--- src/rtl/sram_mem_stage.sv ---
// rtl/sram_mem_stage.sv - memory stage splitting 32-bit loads/stores into two 16-bit SRAM phases
module sram_mem_stage #(
    parameter int unsigned BASE_ADDR   = 1024,
    parameter int unsigned WAIT_CYCLES = 2,
    parameter int unsigned SRAM_AW     = 18
) (
    input  logic               clk,
    input  logic               rst,
    input  logic               wr_en,
    input  logic               rd_en,
    input  logic [31:0]        address,
    input  logic [31:0]        write_data,
    output logic [31:0]        read_data,
    output logic               ready,
    output logic [SRAM_AW-1:0] sram_addr,
    output logic [15:0]        sram_dq_out,
    input  logic [15:0]        sram_dq_in,
    output logic               sram_dq_oe,
    output logic               sram_we_n
);

    localparam int unsigned      CNT_W    = (WAIT_CYCLES > 1) ? $clog2(WAIT_CYCLES) : 1;
    localparam logic [CNT_W-1:0] CNT_LAST = CNT_W'(WAIT_CYCLES - 1);

    typedef enum logic [1:0] {
        S_IDLE,
        S_LOW,
        S_HIGH,
        S_DONE
    } state_e;

    state_e             state_q, state_d;
    logic [CNT_W-1:0]   cnt_q, cnt_d;
    logic               op_wr_q, op_wr_d;
    logic [SRAM_AW-1:0] base_q, base_d;
    logic [31:0]        wdata_q, wdata_d;
    logic [31:0]        rdata_q, rdata_d;

    // Word-aligned halfword index inside the SRAM window; high bits wrap away.
    logic [31:0]        offset;
    logic [SRAM_AW-1:0] req_base;
    logic [SRAM_AW-1:0] base_hi;
    logic               unused_offset_bits;

    assign offset             = address - 32'(BASE_ADDR);
    assign req_base           = {offset[SRAM_AW:2], 1'b0};
    assign base_hi            = base_q + 1'b1;
    assign unused_offset_bits = ^{offset[31:SRAM_AW+1], offset[1:0]};

    assign read_data = rdata_q;

    always_comb begin
        state_d     = state_q;
        cnt_d       = cnt_q;
        op_wr_d     = op_wr_q;
        base_d      = base_q;
        wdata_d     = wdata_q;
        rdata_d     = rdata_q;
        ready       = 1'b0;
        sram_addr   = '0;
        sram_dq_out = 16'h0000;
        sram_dq_oe  = 1'b0;
        sram_we_n   = 1'b1;

        case (state_q)
            S_IDLE: begin
                ready = ~wr_en & ~rd_en;
                if (wr_en | rd_en) begin
                    op_wr_d = wr_en;
                    base_d  = req_base;
                    wdata_d = write_data;
                    cnt_d   = '0;
                    state_d = S_LOW;
                end
            end

            S_LOW: begin
                sram_addr = base_q;
                if (op_wr_q) begin
                    sram_dq_oe  = 1'b1;
                    sram_dq_out = wdata_q[15:0];
                    sram_we_n   = 1'b0;
                end
                if (cnt_q == CNT_LAST) begin
                    if (!op_wr_q) begin
                        rdata_d[15:0] = sram_dq_in;
                    end
                    cnt_d   = '0;
                    state_d = S_HIGH;
                end else begin
                    cnt_d = cnt_q + 1'b1;
                end
            end

            S_HIGH: begin
                sram_addr = base_hi;
                if (op_wr_q) begin
                    sram_dq_oe  = 1'b1;
                    sram_dq_out = wdata_q[31:16];
                    sram_we_n   = 1'b0;
                end
                if (cnt_q == CNT_LAST) begin
                    if (!op_wr_q) begin
                        rdata_d[31:16] = sram_dq_in;
                    end
                    cnt_d   = '0;
                    state_d = S_DONE;
                end else begin
                    cnt_d = cnt_q + 1'b1;
                end
            end

            // Unconditional return so the finishing request cannot retrigger.
            S_DONE: begin
                ready   = 1'b1;
                state_d = S_IDLE;
            end

            default: begin
                state_d = S_IDLE;
            end
        endcase
    end

    always_ff @(posedge clk) begin
        if (rst) begin
            state_q <= S_IDLE;
            cnt_q   <= '0;
            op_wr_q <= 1'b0;
            base_q  <= '0;
            wdata_q <= 32'h0;
            rdata_q <= 32'h0;
        end else begin
            state_q <= state_d;
            cnt_q   <= cnt_d;
            op_wr_q <= op_wr_d;
            base_q  <= base_d;
            wdata_q <= wdata_d;
            rdata_q <= rdata_d;
        end
    end

endmodule

--- config.mk ---
export PLATFORM = sky130hd
export DESIGN_NAME = sram_mem_stage
export DESIGN_NICKNAME = d
export VERILOG_FILES = /design/src/rtl/sram_mem_stage.sv
export SDC_FILE = /design/constraint.sdc
export NUM_CORES = 1
export LEC_CHECK = 0
export ABC_AREA = 1
export CORE_MARGIN = 5
export CORE_UTILIZATION = 45
export CTS_CLUSTER_DIAMETER = 150
export DETAILED_ROUTE_END_ITERATION = 6
export MAX_ROUTING_LAYER = met4
export PLACE_DENSITY = 0.84
export SYNTH_ARGS = -nofsm -noshare
export SYNTH_HDL_FRONTEND = slang
export SYNTH_SLANG_ARGS = --single-unit
--- constraint.sdc ---
create_clock -name clk -period 2.56 [get_ports clk]
set_input_delay 0.64 -clock clk [delete_from_list [all_inputs] [get_ports clk]]
set_output_delay 0.64 -clock clk [all_outputs]
set_load 0.005 [all_outputs]
=== Word-level counts from Yosys, hierarchy flattened ===
Index checks and enable logic that the tools add are counted.

* Bitwise gates (word level): 5
* Add/subtract/negate cells: 3
* Shift operators: 0
* Div/mod/pow operators: 0
* Muxes and demuxes: 16
* $mul: 0
* Reductions and logical operators: 8
* Order comparisons: 0
* Equality and inequality tests: 6

{| class="wikitable"
|+ Operators by type and width
! kind !! number
|-
| one-hot mux 18 bit (2 select lines) || 1
|-
| two-way mux 16 bit || 2
|-
| one-hot mux 16 bit (2 select lines) || 1
|-
| subtractor 19 x 11 -> 19 bit (second input constant) || 1
|-
| adder 18 x 1 -> 18 bit (second input constant) || 1
|-
| AND reduction 3 bit || 3
|-
| one-hot mux 2 bit (4 select lines) || 1
|-
| two-way mux 1 bit || 6
|-
| two-way mux 2 bit || 3
|-
| != test 2 bit (second input constant) || 3
|-
| == test 2 bit (second input constant) || 2
|-
| one-hot mux 1 bit (2 select lines) || 2
|-
| AND reduction 2 bit || 2
|-
| inverter 1 bit || 3
|-
| == test 2 x 1 -> 1 bit (second input constant) || 1
|-
| zero test 2 bit || 1
|-
| nonzero test 2 bit || 1
|-
| OR reduction 2 bit || 1
|-
| adder 1 bit (second input constant) || 1
|-
| AND 1 bit || 1
|-
| bitwise OR 1 bit || 1
|}

* Memory bits (writable): 0
* Memories kept: 0
* Latch bits: 0
* Register bits: 85
* Memory bits (read-only): 0
* Output and inout bits: 69
* Logic and storage cells: 45

=== Depth between registers and ports, before layout ===
* Word-level depth: 4
* Mapped depth: 9
* Mapped depth without buffers: 8

=== Worst setup path after synthesis ===
OpenSTA, ideal clock, no wires.

* Path kind: reg2out
* Start point: reg state_q[0]
* End point: out sram_addr[10]
* Arrival: 1269 ps
* Setup slack: 651 ps
* Stages on the path, launching flop included: 9
* Data required time: 1920 ps
* Path buffers: 2
* Cell sequence: dfxtp_1 inv_1 ha_1 buf_4 inv_1 nand2_1 nand2_2 buf_2 nor2_1

* Word-level cells in the longest chain between the ends: 2
* Elaborated cells between the ends (all ways): 3
* Classes of those cells: 2 x eq/ne; 1 x mux

{| class="wikitable"
|+ RTL lines
! item !! line !! text
|-
| start: declaration || 32 || <nowiki>state_e state_q, state_d;</nowiki>
|-
| start signal: assignment || 134 || <nowiki>state_q <= state_d;</nowiki>
|-
| == test 2 bit or == test 2 x 1 -> 1 bit (tied branches) || 65 || <nowiki>case (state_q)</nowiki>
|-
| one-hot mux 18 bit (2 select lines) (*) || 65 ||
|-
| end: declaration || 15 || <nowiki>output logic [SRAM_AW-1:0] sram_addr,</nowiki>
|}

Mark *: on every way between the ends. The rest lies on a longest branch, timed or not.

=== Worst setup path after layout ===
* Start point: reg state_q[1]
* End point: out sram_we_n

* Word-level cells in the longest chain between the ends: 3
* Elaborated cells between the ends (all ways): 4
* Classes of those cells: 2 x eq/ne; 1 x mux; 1 x reduce/logical

{| class="wikitable"
|+ RTL lines
! item !! line !! text
|-
| == test 2 bit or == test 2 x 1 -> 1 bit (tied branches) || 65 ||
|-
| OR reduction 2 bit (no line) (*) || - ||
|-
| two-way mux 1 bit (*) || - ||
|-
| end: declaration || 19 || <nowiki>output logic sram_we_n</nowiki>
|}

Marks and branches as above.

==> summary.md <==
| Metric | Value |
|---|---|
| Status | `finished clean` |
| CP Max Fanout | `18` |
| Register area | `about 1700 um2` |
| Post-synth EDFFs | `0` |
| Power Density | `between 800 and 900 nW/um2` |
| Drt via density | `4.944` |
| Max-slew headroom | `62.35%` |
| CTS tree | `built` |
| GP Congestion | `0.8925` |
| Final wirelength | `10,360 um` |
| Number of H-tree levels | `3` |
| Synth-to-Final Area Change | `47.95%` |
| Synth top cells by count | `91 x nor2_1, 85 x dfxtp_1, 72 x inv_1` |
| Min-Delay Path Class | `flop to flop` |
| Synth Net Count | `595` |
| DP Worst Slack | `-0.1042 ns` |
| DR WL/cell | `13.90 um` |
| Nets | `728` |
| CP Launch Type | `flop` |
| DR DRC count | `0` |
| Post-DP HPWL | `a little over 7000 um` |
| Final ANT Viol Nets | `0` |
| Row Count | `32` |
| Count of warnings emitted by yosys | `0` |
| Asr flop ratio synth | `0%` |
| Fmax | `0.4064 GHz` |
| R2r worst-path depth | `6` |
| Die height | `100.1 um` |
| Synth Register Bits | `85` |
| Syn Inst Count | `505` |
| CP endpoint | `sram_we_n` |
| Final Hold Viols | `0` |
| Most Used Layer, Global Route | `met2` |
| Netlist Area Pre-Place | `3654 um2` |
| Total GRT Usage | `21.02%` |
| Layout cells sized above 1 | `8.087%` |
| Vias in the first global route | `3,568` |
| RSZ-0062 raised after global routing | `false` |
| Clock transition at the registers of the reported paths | `around 0.090 ns` |
| Share of the synthesized area in the top cell type | `46.58%` |
| P_leak | `around 0.0025 uW` |
| Root Buffer | `clkbuf_8` |
| Slowest-stage cell, CP | `clkdlybuf4s50_1` |
| Least-Margin Pin Slew | `0.5641 ns` |
| DRT iter0 DRCs | `around 140` |
| Placed insts | `between 700 and 800` |
| Max-cap violation count | `0` |
| CP endpoint kind | `primary output` |
| Critical Path RT | `1.92 ns` |
| Detailed-route via count | `3,683` |
| Final worst path period share | `96.11%` |
| Cell taking the most area after synthesis | `dfxtp_1` |
| Die ar. | `10,020 um2` |
| Die width | `100.1 um` |
| CP cell instances | `inv_4 -> ha_4 -> nand2_1 -> buf_12 -> clkdlybuf4s50_1` |
| End-of-flow core utilization | `69.23%` |
| Final min period | `2.460 ns` |
| 1st-pass router iterations | `4` |
| Grt total ovfl | `0` |
| Initial antenna violation count | `0` |
| Met2 Use GR | `a little under two fifths` |
| Register-to-register setup slack | `~0.7 ns` |
| Clock sinks | `85` |
| Starting Density | `46.79%` |
| Top-count cell post-synth | `nor2_1` |
| Port bufs | `137` |
| TritonCTS buffer count | `9` |
| Final Instance Area | `5405 um2` |
| Fin Clk Skew | `0.01086 ns` |
| CP peak stage delay | `0.51 ns` |
| Grt met3 use | `3.892%` |
| Max VDD drop | `about 0.43 mV` |
| Non-Filler Instances | `roughly 750` |
| Syn avg cell area | `7.235 um2` |
| Critical Path AT | `around 1.8 ns` |
| Yosys cell types | `23` |
| Clock Tree Buf Depth | `2` |
| Crit path launch | `state_q[1]` |
| Max-slew violations | `0` |
| Crit Reg-Reg Startpoint | `state_q[0]` |
| FF-to-FF End | `read_data[30]` |
| M1 GR Usage | `a little under a quarter` |
| IO Pins | `153` |
| Placed Area | `5076 um2` |
| Top area cells in the synthesized netlist | `dfxtp_1 47%, nor2_1 9.3%, o21ai_0 9.3%` |
| Setup violators final | `0` |
| Area of the core | `7807 um2` |
| First-pass GRT wire length | `16,620 um` |
| Multi-input gate area | `between 1500 and 2000 um2` |
| Worst setup margin | `between 0.09 and 0.1 ns` |
| Register area share after synthesis | `46.58%` |
| Diode count | `0` |
| Dominant synthesized flop cell | `dfxtp_1` |
| Largest net degree at the start of global routing | `48` |
| Fill count | `655` |
| Setup Crit Path Kind | `flop to primary output` |
| Worst skew pair latency | `0.35 ns` |
[state kept, by name, indices dropped and copies added (netlist names)]
name,flops
read_data,32
wdata_q,32
base_q,17
state_q,2
cnt_q,1
op_wr_q,1
[cell usage in the layout, fill, tap and decap left out, drive strengths merged]
master         count
xnor2              1
clkinvlp           2
buf               14
dlymetal6s2s      17
clkinv             2
nor2              91
xor2               1
clkbuf            10
ha                 6
nand3              9
bufinv             1
nor3               1
dfxtp             85
a21oi             69
a21o               1
dlygate4sd2       18
o21ai             86
inv               74
clkdlybuf4s50    102
nand2             53
[what timing repair did]
item / CTS / global route
endpoints found under the setup margin: 36 / 17
pin swaps: 1 / 0
gates resized for setup: 31 / 21
cloned: 1 / 0
buffers inserted: 2 / 2
hold buffers: 0 / 0
[cells by family after synthesis]
| family | count (synthesis) | share of synthesized area, % |
|---|---|---|
| AOI/OAI and AO/OA | 156 | 21.95 |
| buffers and inverters | 103 | 12.53 |
| and+or+nand+nor | 153 | 16.40 |
| adders and majority gates | 6 | 2.055 |
| DFF | 85 | 46.58 |
| xor gates and xnor gates | 2 | 0.4795 |
[power by group]
group / internal (uW) / total, uW / switching, uW
Clock: 484 / 979 / 495
Sequential: 1670 / 1840 / 169
Combinational: 794 / 1790 / 995
Total: 2950 / 4610 / 1660
[metrics by stage]
step | total power [uW] | hold slack, ns | TNS, ns
final | 4606 | 0.4448 | 0
after global placement | 3395 | 0.4299 | -0.07871
after floorplan | 2869 | 0.4294 | 0
after global routing | 4927 | 0.4626 | 0
after CTS | 4602 | 0.4473 | 0
after detailed placement | 3474 | 0.4327 | -0.1042
[cell type report]
| class | instances | area share, % |
|---|---|---|
| sequential | 85 | 31.53 |
| multi-input combinational | 318 | 28.68 |
| timing repair buffer | 151 | 28.45 |
| inverter | 73 | 5.116 |
| clock buffer | 10 | 2.546 |
| tap | 102 | 2.361 |
| clock inverter | 6 | 1.319 |
[metal layers]
metal	routed length, um	vias to the layer above	part of all wire [%]
met1	4152	1690	40
met4	245	0	2.4
met5	0	-	0
met2	5457	110	53
met3	500	22	4.8
li1	-	1861	-
[worst min path at each step]
stage	start	slack, ns	endpoint	cells past startpoint
floorplan	base_q[1]	0.43	base_q[1]	2
global placement	read_data[11]	0.43	read_data[11]	2
detailed placement	read_data[17]	0.43	read_data[17]	2
CTS	read_data[17]	0.45	read_data[17]	2
global route	read_data[19]	0.46	read_data[19]	2
finish	read_data[6]	0.44	read_data[6]	2
[critical path: cells and delay by family, from the launching register on]
family	cells	cell delay, ns
simple gates	1	0.11
flops	1	0.37
fa+ha+maj	1	0.26
buf+inv	3	0.73
Note: power is estimated with default switching activity, not from simulation.
